--- src/rtl/packet_to_axis.sv ---
// Transmit-side packet encoder: queues strobed packets in a small FIFO and
// serializes each as a header word (magic + index) followed by its data words.
module packet_to_axis #(
  parameter int DATA_WIDTH      = 32,
  parameter int MAGIC_WIDTH     = 16,
  parameter int MAGIC_START_BIT = 16,
  parameter int INDEX_WIDTH     = 5,
  parameter int INDEX_START_BIT = 10,
  parameter int NUM_DATA_WORDS  = 1,
  parameter int FIFO_DEPTH      = 4
) (
  input  logic                                 auroraClk,
  input  logic                                 arstn,
  input  logic [MAGIC_WIDTH-1:0]               headerMagic,
  input  logic                                 packetStrobe,
  input  logic [INDEX_WIDTH-1:0]               packetIndex,
  input  logic [DATA_WIDTH*NUM_DATA_WORDS-1:0] packetData,
  output logic                                 fifoFull,
  output logic                                 overflowStrobe,
  output logic [15:0]                          overflowCount,
  output logic                                 busy,
  output logic                                 TVALID,
  output logic                                 TLAST,
  output logic [DATA_WIDTH-1:0]                TDATA,
  input  logic                                 TREADY
);

  localparam int PAY_W = DATA_WIDTH * NUM_DATA_WORDS;
  localparam int ENT_W = INDEX_WIDTH + PAY_W;
  localparam int PTR_W = (FIFO_DEPTH > 1) ? $clog2(FIFO_DEPTH) : 1;
  localparam int CNT_W = PTR_W + 1;
  localparam int WC_W  = (NUM_DATA_WORDS > 1) ? $clog2(NUM_DATA_WORDS) : 1;

  if (INDEX_START_BIT + INDEX_WIDTH > MAGIC_START_BIT) begin : g_bad_index
    $error("packet_to_axis: index field overlaps magic field");
  end
  if (MAGIC_START_BIT + MAGIC_WIDTH > DATA_WIDTH) begin : g_bad_magic
    $error("packet_to_axis: magic field exceeds DATA_WIDTH");
  end
  if ((FIFO_DEPTH < 2) || ((FIFO_DEPTH & (FIFO_DEPTH - 1)) != 0)) begin : g_bad_depth
    $error("packet_to_axis: FIFO_DEPTH must be a power of 2 and >= 2");
  end
  if (NUM_DATA_WORDS < 1) begin : g_bad_words
    $error("packet_to_axis: NUM_DATA_WORDS must be >= 1");
  end

  typedef enum logic [1:0] {IDLE, HEADER, DATA} state_t;

  function automatic logic [DATA_WIDTH-1:0] make_header(
    input logic [MAGIC_WIDTH-1:0] magic,
    input logic [INDEX_WIDTH-1:0] idx
  );
    logic [DATA_WIDTH-1:0] h;
    h = '0;
    h[MAGIC_START_BIT +: MAGIC_WIDTH] = magic;
    h[INDEX_START_BIT +: INDEX_WIDTH] = idx;
    return h;
  endfunction

  // Word n of the payload, most-significant word first.
  function automatic logic [DATA_WIDTH-1:0] data_word(
    input logic [PAY_W-1:0] p,
    input logic [WC_W-1:0]  n
  );
    logic [PAY_W-1:0] s;
    s = p >> (DATA_WIDTH * (NUM_DATA_WORDS - 1 - int'(n)));
    return s[DATA_WIDTH-1:0];
  endfunction

  logic [ENT_W-1:0]      mem_q [FIFO_DEPTH];
  logic [PTR_W-1:0]      wr_ptr_q, wr_ptr_d, rd_ptr_q, rd_ptr_d;
  logic [CNT_W-1:0]      count_q, count_d;
  logic                  full_q, full_d;
  logic                  ovf_strobe_q, ovf_strobe_d;
  logic [15:0]           ovf_count_q, ovf_count_d;
  state_t                state_q, state_d;
  logic [PAY_W-1:0]      payload_q, payload_d;
  logic [WC_W-1:0]       wcnt_q, wcnt_d;
  logic [DATA_WIDTH-1:0] tdata_q, tdata_d;
  logic                  tvalid_q, tvalid_d;
  logic                  tlast_q, tlast_d;

  logic                  push, pop, drop, fifo_empty, xfer;
  logic [ENT_W-1:0]      head;
  logic [DATA_WIDTH-1:0] head_hdr;

  assign push       = packetStrobe && !full_q;
  assign drop       = packetStrobe && full_q;
  assign fifo_empty = (count_q == '0);
  assign xfer       = tvalid_q && TREADY;
  assign head       = mem_q[rd_ptr_q];
  assign head_hdr   = make_header(headerMagic, head[ENT_W-1 -: INDEX_WIDTH]);

  always_comb begin
    wr_ptr_d    = wr_ptr_q + PTR_W'(push);
    rd_ptr_d    = rd_ptr_q + PTR_W'(pop);
    count_d     = count_q + CNT_W'(push) - CNT_W'(pop);
    full_d      = (count_d == CNT_W'(FIFO_DEPTH));
    ovf_strobe_d = drop;
    ovf_count_d  = ovf_count_q;
    if (drop && (ovf_count_q != 16'hFFFF)) begin
      ovf_count_d = ovf_count_q + 16'd1;
    end
  end

  always_comb begin
    state_d   = state_q;
    payload_d = payload_q;
    wcnt_d    = wcnt_q;
    tdata_d   = tdata_q;
    tvalid_d  = tvalid_q;
    tlast_d   = tlast_q;
    pop       = 1'b0;
    case (state_q)
      IDLE: begin
        if (!fifo_empty) begin
          pop       = 1'b1;
          payload_d = head[PAY_W-1:0];
          tdata_d   = head_hdr;
          tvalid_d  = 1'b1;
          tlast_d   = 1'b0;
          state_d   = HEADER;
        end
      end
      HEADER: begin
        if (xfer) begin
          tdata_d = data_word(payload_q, '0);
          tlast_d = (NUM_DATA_WORDS == 1);
          wcnt_d  = '0;
          state_d = DATA;
        end
      end
      DATA: begin
        if (xfer) begin
          if (!tlast_q) begin
            wcnt_d  = wcnt_q + WC_W'(1);
            tdata_d = data_word(payload_q, wcnt_d);
            tlast_d = (int'(wcnt_d) == NUM_DATA_WORDS - 1);
          end else if (!fifo_empty) begin
            // Chain straight into the next header so back-to-back packets have no gap.
            pop       = 1'b1;
            payload_d = head[PAY_W-1:0];
            tdata_d   = head_hdr;
            tlast_d   = 1'b0;
            state_d   = HEADER;
          end else begin
            tvalid_d = 1'b0;
            tlast_d  = 1'b0;
            state_d  = IDLE;
          end
        end
      end
      default: state_d = IDLE;
    endcase
  end

  always_ff @(posedge auroraClk) begin
    if (push) begin
      mem_q[wr_ptr_q] <= {packetIndex, packetData};
    end
  end

  always_ff @(posedge auroraClk or negedge arstn) begin
    if (!arstn) begin
      wr_ptr_q     <= '0;
      rd_ptr_q     <= '0;
      count_q      <= '0;
      full_q       <= 1'b0;
      ovf_strobe_q <= 1'b0;
      ovf_count_q  <= '0;
      state_q      <= IDLE;
      payload_q    <= '0;
      wcnt_q       <= '0;
      tdata_q      <= '0;
      tvalid_q     <= 1'b0;
      tlast_q      <= 1'b0;
    end else begin
      wr_ptr_q     <= wr_ptr_d;
      rd_ptr_q     <= rd_ptr_d;
      count_q      <= count_d;
      full_q       <= full_d;
      ovf_strobe_q <= ovf_strobe_d;
      ovf_count_q  <= ovf_count_d;
      state_q      <= state_d;
      payload_q    <= payload_d;
      wcnt_q       <= wcnt_d;
      tdata_q      <= tdata_d;
      tvalid_q     <= tvalid_d;
      tlast_q      <= tlast_d;
    end
  end

  assign fifoFull       = full_q;
  assign overflowStrobe = ovf_strobe_q;
  assign overflowCount  = ovf_count_q;
  assign busy           = (state_q != IDLE) || !fifo_empty;
  assign TVALID         = tvalid_q;
  assign TLAST          = tlast_q;
  assign TDATA          = tdata_q;

endmodule

--- config.mk ---
export PLATFORM = sky130hd
export DESIGN_NAME = packet_to_axis
export DESIGN_NICKNAME = d
export VERILOG_FILES = /design/src/rtl/packet_to_axis.sv
export SDC_FILE = /design/constraint.sdc
export NUM_CORES = 1
export LEC_CHECK = 0
export CAP_MARGIN = 20
export CORE_UTILIZATION = 50
export DETAILED_ROUTE_END_ITERATION = 7
export GPL_TIMING_DRIVEN = 1
export PLACE_DENSITY = 0.72
export SLEW_MARGIN = 5
export SYNTH_ARGS = -nofsm -noshare
export SYNTH_HDL_FRONTEND = slang
export SYNTH_SLANG_ARGS = --single-unit
export TNS_END_PERCENT = 20
--- constraint.sdc ---
create_clock -name auroraClk -period 10.7 [get_ports auroraClk]
set_clock_uncertainty 0.1 [all_clocks]
set_input_delay 1.07 -clock auroraClk [delete_from_list [all_inputs] [get_ports auroraClk]]
set_output_delay 1.07 -clock auroraClk [all_outputs]
set_load 0.01 [all_outputs]
Word level (Yosys, flattened, before mapping)
Memories as Yosys holds them, arrays and structs flattened.
Index checks and enable logic that the tools add are counted.
{"block": "word_totals", "output_inout_bits": 53, "reg_bits": 94, "input_bits": 57, "n_memories": 1, "word_cells": 86, "ram_bits": 148}
{"memory": "mem_q", "words": 4, "width": 37, "read_ports": 1, "rd_clocked_by_memory_dff": 0, "wr": 1, "line_no": "70", "source": "logic [ENT_W-1:0] mem_q [FIFO_DEPTH];"}
{"block": "op_classes", "add_sub_neg": 7, "shifts": 1, "eq_ne": 10, "n_mux": 35, "bitwise_logic": 1, "n_reduce_logical": 19}
{"op": "two-way mux 32 bit", "n": 7}
{"op": "case mux 32 bit (3 select lines)", "n": 1}
{"op": "case mux 32 bit (2 select lines)", "n": 1}
{"op": ">> shifter 32 x 32 -> 32 bit", "n": 1}
{"op": "two-way mux 1 bit", "n": 17}
{"op": "adder 16 x 1 -> 16 bit (second input constant)", "n": 1}
{"op": "!= test 16 bit (second input constant)", "n": 1}
{"op": "!= test 2 bit (second input constant)", "n": 6}
{"op": "AND reduction 4 bit", "n": 3}
{"op": "two-way mux 2 bit", "n": 4}
{"op": "case mux 1 bit (2 select lines)", "n": 3}
{"op": "case mux 2 bit (3 select lines)", "n": 1}
{"op": "AND reduction 3 bit", "n": 2}
{"op": "nonzero test 2 bit", "n": 3}
{"op": "AND reduction 5 bit", "n": 1}
{"op": "adder 2 x 1 -> 2 bit", "n": 2}
{"op": "logical AND 1 bit", "n": 4}
{"op": "adder 3 x 1 -> 3 bit", "n": 1}
{"op": "== test 3 bit (second input constant)", "n": 1}
{"op": "zero test 3 bit", "n": 1}
{"op": "case mux 1 bit (3 select lines)", "n": 1}
{"op": "nonzero test 3 bit", "n": 1}
{"op": "subtractor 3 x 1 -> 3 bit", "n": 1}
{"op": "== test 2 x 1 -> 1 bit (second input constant)", "n": 1}
{"op": "other kinds (7)", "n": 8}

Logic depth before layout (Yosys ltp)
Gate-level depths: netlist of the first run.
{"block": "logic_depth", "ltp_word": 7, "ltp_mapped": 11, "mapped_depth_nobuf": 10}

Least setup slack after synthesis of the first run
No wires, ideal clock.
{"block": "synth_path", "kind": "input to register", "start": "input packetStrobe", "end": "memory mem_q[0][0] (netlist name) (enable)", "required_time_ns": 10.123, "setup_time_ns": 0.477, "arrival_time_ns": 3.721, "stages": 2, "setup_slack_ns": 6.402, "cell_sequence": "nand2b_1 nor3_1"}
{"block": "synth_between", "elab_chain_len": 3}
{"item": "from (decl)", "line_no": "15", "source": "input logic packetStrobe,"}
{"item": "logical AND 1 bit", "line_no": "87", "source": "assign push = packetStrobe && !full_q;"}
{"item": "two-way mux 1 bit", "line_no": "158", "source": "if (push) begin"}
{"item": "two-way mux 1 bit (not written as such)", "line_no": "159", "source": "mem_q[wr_ptr_q] <= {packetIndex, packetData};"}
{"item": "to (decl)", "line_no": "70"}
No other way between the ends.

Worst setup path after layout of the first run
{"block": "layout_path", "start": "register count_q[1]", "end": "output busy"}
{"block": "layout_between", "elab_chain_len": 3}
{"item": "from (decl)", "line_no": "72", "source": "logic [CNT_W-1:0] count_q, count_d;"}
{"item": "from (signal assigned)", "line_no": "180", "source": "count_q <= count_d;"}
{"item": "zero test 3 bit", "line_no": "89", "source": "assign fifo_empty = (count_q == '0);"}
{"item": "zero test 1 bit", "line_no": "196", "source": "assign busy = (state_q != IDLE) || !fifo_empty;"}
{"item": "logical OR 1 bit", "line_no": "196"}
{"item": "to (decl)", "line_no": "21", "source": "output logic busy,"}
No other way between the ends.

==> impl_metrics.json, run 1 <==
{
  "status": "finished, violations left",
  "violations": "DRC",
  "nets": 719,
  "startpoint_type": "register",
  "cp_max_fo": 7,
  "dp.cells": 857,
  "synth-async-reset-ratio": 0.388,
  "post-cts-setup-buffers": 0,
  "fin_cells": 902,
  "grt_max_degree": 66,
  "ys_ff_latch": 242,
  "vias": 5058,
  "start_util": 0.517,
  "final_util": 0.634,
  "rsz0062_at_grt": "no",
  "synth_cell_type_count": 50,
  "fmax_mhz": 290,
  "core_area_um2": 18200,
  "setup_viol_count_final": 0,
  "multi_input_area_um2": 2520,
  "max_cap_violations": 0,
  "post_drt_wl_per_cell_um": 19.2,
  "die_w_um": 139,
  "setup_ws_ns": 7.25,
  "cts_sinks": 242,
  "max_slew_margin": 0.310,
  "crit_type": "reg -> out",
  "ys.warnings.count": 0,
  "setup_tns_ns": 0,
  "firstDrtPassIters": 8,
  "holdCritPathClass": "reg -> reg",
  "yosysTopAreaCell": "edfxtp_1",
  "cts-hold-fix-buffers": 0,
  "hold_viol": 0,
  "port_buffers": 109,
  "root_buffer": "clkbuf_16",
  "grt_pass1_wl_mm": 28.5,
  "synth.cell_area_um2": 9420,
  "dieArea_um2": 19400,
  "end_kind": "primary output",
  "cp.arrival_ns": 2.28,
  "holdPathStages": 2,
  "grt_overflow": 0,
  "drt_iter0_markers": 369,
  "cts_tree": "built",
  "p_leak_nw": 4.33,
  "grt_usage": 0.189,
  "grt_pass1_vias": 5378,
  "synth_common_cells": "edfxtp_1 (148), dfrtp_1 (94), nand2_1 (52)",
  "worstPathCellList": "nor3_2, nand2_1, clkdlybuf4s50_1",
  "holdWs_ns": 0.370,
  "drc": 8,
  "dp_hpwl_mm": 10.7,
  "peakVddDrop_mv": 0.142,
  "power_mw": 3.27,
  "fillers": 1270,
  "drive_gt1_frac": 0.189,
  "netlist.area_leader.share": 0.472,
  "powerDensity_nw_per_um2": 283,
  "cts_buffers": 24,
  "drv_slew": 0,
  "die_h_um": 139,
  "grt_antenna_before_repair": 1,
  "synth_area_leaders": "edfxtp_1 (47%), dfrtp_1 (25%), mux4_2 (8.8%)",
  "tightestPinTransition_ns": 1.04,
  "syn_to_final_growth_pct": 22.6,
  "ys.flop_type": "edfxtp_1",
  "insertion_delay_ns": 0.52,
  "cts_max_path_buffers": 3,
  "max_stage_delay_ns": 0.59,
  "period_minus_slack_ns": 3.45,
  "synth.avg_cell_area_um2": 17.7,
  "placed_area_um2": 10800,
  "clkSlewWorstSetupHoldPaths_ns": 0.06,
  "final_area_um2": 11600,
  "h-tree-depth": 1,
  "gp_congestion": 0.816,
  "worstRegToRegCells": 10,
  "yosysSeqAreaShare": 0.722,
  "syn-instance-count": 533,
  "place_ws_ns": 6.95,
  "fp-row-count": 49,
  "finalCritPeriodShare": 0.323,
  "seq_area_um2": 6800,
  "ant_nets": 0,
  "worstPathRequired_ns": 9.53,
  "synth_edf_count": 148,
  "yosys.cell_count.top_type": "edfxtp_1",
  "crit_slowest_cell": "nor3_2",
  "syn_nets": 598,
  "pin_count": 110,
  "post_cts_resized": 0,
  "viasPerCell": 5.61,
  "wl_mm": 17.3
}
-- power breakdown --
part           internal (mW)  total (mW)  leakage [nW]  switching, mW
clock network          0.477       0.812         0.376          0.335
logic                  0.544        1.04          1.42          0.495
registers               1.27        1.42          2.54          0.156
-- cells in the final DEF (no fill, tap or decap), drive strengths merged, types with 3 or more instances in the layout --
| cell type | Yosys | layout |
|---|---|---|
| nand4 | 6 | 6 |
| a21oi | 10 | 10 |
| nor4 | 3 | 3 |
| nand2 | 52 | 52 |
| xor2 | 10 | 10 |
| nand3b | 3 | 3 |
| a31oi | 4 | 4 |
| inv | 9 | 10 |
| mux2 | 35 | 35 |
| a22oi | 22 | 22 |
| edfxtp | 148 | 148 |
| nor3 | 7 | 7 |
| clkdlybuf4s50 | 0 | 108 |
| nand3 | 8 | 8 |
| a22o | 12 | 12 |
| and3 | 3 | 3 |
| clkinv | 0 | 9 |
| buf | 16 | 8 |
| ha | 7 | 7 |
| xnor2 | 7 | 7 |
| nor2 | 11 | 11 |
| o21ai | 3 | 3 |
| mux4 | 37 | 37 |
| clkbuf | 5 | 32 |
| dfrtp | 94 | 94 |
-- kinds of logic after synthesis --
| kind of cell | Yosys count | synth area share |
|---|---|---|
| xor+xnor | 17 | 0.0158 |
| simple gates | 105 | 0.0567 |
| flops | 242 | 0.722 |
| fa+ha+maj | 8 | 0.0114 |
| compound gates | 59 | 0.0478 |
| mux | 72 | 0.130 |
| buf+inv | 30 | 0.0163 |
-- final timing paths --
| path | endpoint | slack, ns | startpoint |
|---|---|---|---|
| min | TDATA[26]$_DFFE_PN0P_ | 0.37 | payload_q[26]$_DFFE_PN0P_ |
| min reg2reg | TDATA[26]$_DFFE_PN0P_ | 0.37 | payload_q[26]$_DFFE_PN0P_ |
| max reg2reg | fifoFull$_DFF_PN0_ | 7.45 | state_q[0]$_DFFE_PN0P_ |
| max in group asynchronous | rd_ptr_q[1]$_DFF_PN0_ | 8.89 | arstn |
| max | busy | 7.25 | count_q[1]$_DFF_PN0_ |
| min in group asynchronous | TDATA[28]$_DFFE_PN0P_ | 0.38 | arstn |
-- registers in the layout, summed over array words and instances (netlist names) --
signal	cells
mem_q	148
count_q	3
wcnt_q	1
rd_ptr_q	2
fifoFull	1
overflowStrobe	1
state_q	2
TDATA	32
overflowCount	16
TLAST	1
payload_q	32
wr_ptr_q	2
TVALID	1
-- cell type report --
type,count,share of cell area
tap,229,0.0248
antenna,1,0.000217
timing repair buffer,116,0.0988
clock buffer,32,0.0563
inverter,9,0.00292
sequential,242,0.589
clock inverter,12,0.0104
multi-input combinational,261,0.218
-- per-layer routing --
| metal | global-route usage | up-vias | part of all wire |
|---|---|---|---|
| li1 | - | 2318 | - |
| met1 | 0.251 | 2566 | 0.42 |
| met2 | 0.320 | 147 | 0.51 |
| met3 | 0.0351 | 27 | 0.055 |
| met4 | 0.0526 | 0 | 0.019 |
| met5 | 0 | - | 0 |
-- worst max-delay path, delay by kind of cell (launching register included) --
kind | cells | cell delay, ns
flip-flops | 1 | 0.40
AND/OR/NAND/NOR | 2 | 0.84
buffers and inverters | 1 | 0.53
Power figures use the tool's default switching activity.
==> run 2, diff against run 1 <==
==> constraint.sdc (replaced) <==
create_clock -name auroraClk -period 3.3 [get_ports auroraClk]
set_clock_uncertainty 0.1 [all_clocks]
set_input_delay 0.33 -clock auroraClk [delete_from_list [all_inputs] [get_ports auroraClk]]
set_output_delay 0.33 -clock auroraClk [all_outputs]
set_load 0.01 [all_outputs]
==> impl_metrics.json, run 2 (synthesized netlist as in run 1, its figures left out) <==
{
  "violations": "DRC",
  "met1_usage": 0.264,
  "grt_antenna_before_repair": 0,
  "pin_count": 110,
  "grt_overflow": 0,
  "fmax_mhz": 361,
  "finalCritPeriodShare": 0.840,
  "hold_viol": 0,
  "power_mw": 10.9,
  "cp_max_fo": 4,
  "status": "finished, violations left",
  "syn_to_final_growth_pct": 24.3,
  "ant_nets": 0,
  "worstPathRequired_ns": 3.63,
  "tightestPinTransition_ns": 1.03,
  "die_h_um": 139,
  "cp_top_family": "adder cells",
  "p_leak_nw": 4.42,
  "cts-hold-fix-buffers": 1,
  "crit_slowest_cell": "a21oi_1",
  "grt_usage": 0.194,
  "powerDensity_nw_per_um2": 931,
  "start_util": 0.517,
  "drive_gt1_frac": 0.206,
  "crit_type": "reg -> reg",
  "crit_top_cell": "xnor2_1",
  "cts_tree": "built",
  "die_w_um": 139,
  "cts_max_path_buffers": 3,
  "worstPathCellList": "inv_1, ha_1, nand4_1, a21oi_1, xnor2_1, ha_1, fa_1, xnor2_1, xnor2_1, nor3b_1",
  "setup_viol_count_final": 0,
  "gr-max-usage-layer": "met2",
  "core_area_um2": 18200,
  "drc": 12,
  "top_register": "mem_q",
  "gp_congestion": 0.837,
  "place_ws_ns": 0.291,
  "setup_tns_ns": 0,
  "setup_ws_ns": 0.527,
  "final_area_um2": 11700,
  "viasPerCell": 5.61,
  "vias": 5126,
  "dp_hpwl_mm": 10.9,
  "rsz0062_at_grt": "no",
  "r2r_start": "state_q[0]$_DFFE_PN0P_",
  "final_common_cell": "edfxtp_1",
  "end_kind": "register",
  "fin_cells": 913,
  "cp.arrival_ns": 3.10,
  "h-tree-depth": 1,
  "use_met2": 0.326,
  "use_met3": 0.0292,
  "fp-row-count": 49,
  "max_stage_delay_ns": 0.45,
  "insertion_delay_ns": 0.52,
  "post_drt_wl_per_cell_um": 19.6,
  "nets": 729,
  "period_minus_slack_ns": 2.77,
  "path_buf_inv": 1,
  "drt_iter0_markers": 383,
  "post_cts_resized": 0,
  "post-cts-setup-buffers": 0,
  "cts_buffers": 26,
  "startpoint_type": "register",
  "root_buffer": "clkbuf_16",
  "dp.cells": 864,
  "wl_mm": 17.9,
  "max_cap_violations": 0,
  "cts_sinks": 242,
  "grt_max_degree": 60,
  "grt_pass1_wl_mm": 29.4,
  "worstSetupStartpoint": "state_q[0]$_DFFE_PN0P_",
  "diodes": 0,
  "max_slew_margin": 0.312,
  "holdCritPathClass": "in -> async",
  "grt_pass1_vias": 5460,
  "peakVddDrop_mv": 0.414,
  "placed_area_um2": 10900,
  "clkSlewWorstSetupHoldPaths_ns": 0.06,
  "dieArea_um2": 19400,
  "layout_common_cells": "edfxtp_1 (148), clkdlybuf4s50_1 (108), dfrtp_1 (92), nand2_1 (52), mux4_2 (37)",
  "drv_slew": 0,
  "largest_reg_flops": 148,
  "port_buffers": 109,
  "firstDrtPassIters": 8
}
==> run 2: cell count changes in the layout (fill, tap and decap cells not counted), moves of 2 or more <==
cell / change
clkinv_1: -4
buf_12: +2
clkinv_2: +5
buf_4: +5
clkbuf_16: +3
==> run 2: worst reg2reg max path, delay by kind of cell, from the launching register on <==
family / cells / cell delay (ns)
DFF: 1 / 0.41
AOI/OAI and AO/OA: 1 / 0.45
xor gates and xnor gates: 3 / 0.48
and+or+nand+nor: 2 / 0.35
buffers and inverters: 1 / 0.12
adders and majority gates: 3 / 0.76
==> run 2: worst paths after layout <==
path                                                endpoint  slack [ns]  cells past startpoint
worst max-delay path                      fifoFull$_DFF_PN0_        0.53                     10
worst min-delay path                   TDATA[28]$_DFFE_PN0P_        0.32                      2
worst max register to register            fifoFull$_DFF_PN0_        0.53                     10
worst min register to register         TDATA[28]$_DFFE_PN0P_        0.37                      2
max in group asynchronous       overflowCount[2]$_DFFE_PN0P_        1.97                      3
min in group auroraClk                 TDATA[29]$_DFFE_PN0P_        0.33                      3
==> run 2: stage by stage <==
step	hold WS [ns]	utilization
finish	0.323	0.643
global route	0.324	0.643
floorplan	-0.0656	-
detailed placement	0.356	0.597
global placement	0.350	0.597
CTS	0.314	0.643
==> run 2: layout make-up <==
cell class | count | area [um^2]
Sequential cell | 242 | 6800
Fill cell | 1280 | 6500
Multi-Input combinational cell | 261 | 2520
Timing Repair Buffer | 124 | 1230
Clock buffer | 36 | 729
Tap cell | 229 | 287
Clock inverter | 12 | 110
Inverter | 9 | 33.8
==> run 2: where the power goes <==
part	internal [mW]	total [mW]	leakage, nW	switching [mW]
sequential	4.11	4.67	2.54	0.560
clock	1.70	2.81	0.414	1.11
combinational	1.83	3.42	1.47	1.59
==> run 2: per-layer routing <==
| metal | part of all wire | vias up | wire length (um) |
|---|---|---|---|
| li1 | - | 2328 | - |
| met1 | 0.43 | 2638 | 7770 |
| met2 | 0.50 | 139 | 8960 |
| met3 | 0.051 | 21 | 919 |
| met4 | 0.016 | 0 | 282 |
| met5 | 0 | - | 0 |
==> run 3, diff against run 2 <==
==> constraint.sdc (replaced) <==
create_clock -name auroraClk -period 2.6 [get_ports auroraClk]
set_clock_uncertainty 0.1 [all_clocks]
set_input_delay 0.26 -clock auroraClk [delete_from_list [all_inputs] [get_ports auroraClk]]
set_output_delay 0.26 -clock auroraClk [all_outputs]
set_load 0.01 [all_outputs]
==> impl_metrics.json, run 3 (synthesized netlist as in run 1, its figures left out) <==
{
  "grt_overflow": 0,
  "final_common_cell": "edfxtp_1",
  "worstPathRequired_ns": 2.94,
  "p_leak_nw": 4.49,
  "clkSlewWorstSetupHoldPaths_ns": 0.06,
  "port_buffers": 109,
  "setup_viol_count_final": 0,
  "start_util": 0.517,
  "die_w_um": 139,
  "syn_to_final_growth_pct": 26.2,
  "grt_usage": 0.198,
  "placed_area_um2": 11000,
  "dieArea_um2": 19400,
  "max_slew_margin": 0.283,
  "powerDensity_nw_per_um2": 1190,
  "drc": 8,
  "wl_mm": 18.4,
  "holdWs_ns": 0.142,
  "hold_viol": 0,
  "root_buffer": "clkbuf_16",
  "crit_type": "reg -> reg",
  "holdCritPathClass": "in -> async",
  "fillers": 1246,
  "clock_power_share": 0.251,
  "fin_cells": 919,
  "grt_max_degree": 62,
  "h-tree-depth": 1,
  "setup_tns_ns": 0,
  "tightestPinTransition_ns": 1.08,
  "core_area_um2": 18200,
  "p_seq_frac": 0.408,
  "p_sw_mw": 4.26,
  "diodes": 0,
  "end_kind": "register",
  "power_frac_comb": 0.341,
  "drive_gt1_frac": 0.230,
  "cp_max_fo": 4,
  "grt_pass1_vias": 5538,
  "gp_congestion": 0.839,
  "nets": 736,
  "grt_antenna_before_repair": 0,
  "final_area_um2": 11900,
  "finalCritPeriodShare": 0.973,
  "violations": "DRC",
  "peakVddDrop_mv": 0.578,
  "dp_hpwl_mm": 11.1,
  "status": "finished, violations left",
  "rsz0062_at_grt": "yes",
  "layout_common_cells": "edfxtp_1 (148), clkdlybuf4s50_1 (108), dfrtp_1 (92), nand2_1 (52), mux4_2 (37)",
  "drt_iter0_markers": 331,
  "cts_tree": "built",
  "max_cap_violations": 0,
  "fp-row-count": 49,
  "cts_sinks": 242,
  "power_mw": 14.2,
  "grt_pass1_wl_mm": 29.7,
  "insertion_delay_ns": 0.51,
  "period_minus_slack_ns": 2.53,
  "vias": 5191,
  "cp.arrival_ns": 2.87,
  "firstDrtPassIters": 7,
  "post_drt_wl_per_cell_um": 20.0,
  "pin_count": 110,
  "cts_buffers": 25,
  "dp.cells": 867,
  "startpoint_type": "register",
  "swShare": 0.300,
  "ant_nets": 0,
  "p_int_mw": 9.94,
  "fmax_mhz": 395,
  "drv_slew": 0,
  "viasPerCell": 5.65,
  "cts_max_path_buffers": 3,
  "largest_reg_flops": 148,
  "top_register": "mem_q",
  "die_h_um": 139
}
run 3: changes by cell type in the layout (fill, tap and decap cells not counted), sizes merged:
cell and change:
buf +8, bufinv +1, clkbuf -4, inv +1
run 3: critical path, stage by stage, from the launching register on:
cell and delay, ns:
dfrtp_1 0.42, inv_2 0.09, ha_2 0.17, nand4_1 0.19
a21oi_2 0.29, xnor2_2 0.11, ha_2 0.19, fa_2 0.35
xnor2_2 0.14, xnor2_1 0.21, nor3b_2 0.18
run 3: layout make-up:
| cell class | count | area [um^2] | share of cell area |
|---|---|---|---|
| multi-input combinational | 261 | 2560 | 0.215 |
| clock inverter | 14 | 154 | 0.0129 |
| sequential | 242 | 6800 | 0.572 |
| tap | 229 | 287 | 0.0241 |
| clock buffer | 32 | 682 | 0.0574 |
| inverter | 9 | 33.8 | 0.00284 |
| timing repair buffer | 132 | 1380 | 0.116 |
run 3: final timing paths:
| check | end | depth (start not counted) | slack, ns | startpoint |
|---|---|---|---|---|
| max in group asynchronous | rd_ptr_q[0]$_DFF_PN0_ | 3 | 1.56 | arstn |
| min in group auroraClk | TDATA[28]$_DFFE_PN0P_ | 3 | 0.27 | headerMagic[12] |
| hold / removal | TDATA[29]$_DFFE_PN0P_ | 2 | 0.14 | arstn |
| setup reg to reg | fifoFull$_DFF_PN0_ | 10 | 0.07 | state_q[0]$_DFFE_PN0P_ |
| hold reg to reg | TDATA[13]$_DFFE_PN0P_ | 2 | 0.37 | payload_q[13]$_DFFE_PN0P_ |
| setup / recovery | fifoFull$_DFF_PN0_ | 10 | 0.07 | state_q[0]$_DFFE_PN0P_ |
run 3: timing repair:
action,CTS,global route
pin swaps,1,4
hold endpoints to repair,33,0
setup endpoints to repair,1,22
gates resized for setup,1,7
setup buffers,0,5
hold buffers,1,0
run 3: power by group through the flow:
stage | Clock, mW | Combinational, mW | Sequential, mW
after CTS | 3.63 | 4.74 | 5.81
final | 3.56 | 4.84 | 5.80
after floorplan | 0 | 2.96 | 5.77
after global placement | 0 | 4.55 | 5.80
after detailed placement | 0 | 4.69 | 5.86
after global routing | 3.79 | 5.24 | 5.92
run 3: through the flow:
stage,util,worst slack (ns)
floorplan,-,-0.284
global placement,0.603,0.00283
detailed placement,0.603,-0.0949
CTS,0.649,0.0113
global route,0.653,-0.0684
finish,0.653,0.0694
run 3: per-layer routing:
metal  GRT usage  wire [um]  up-vias  part of all wire
li1            -          -     2346                 -
met1       0.263       7910     2690              0.43
met2       0.340       9370      126              0.51
met3      0.0296        681       29             0.037
met4      0.0596        444        0             0.024
met5           0          0        -                 0
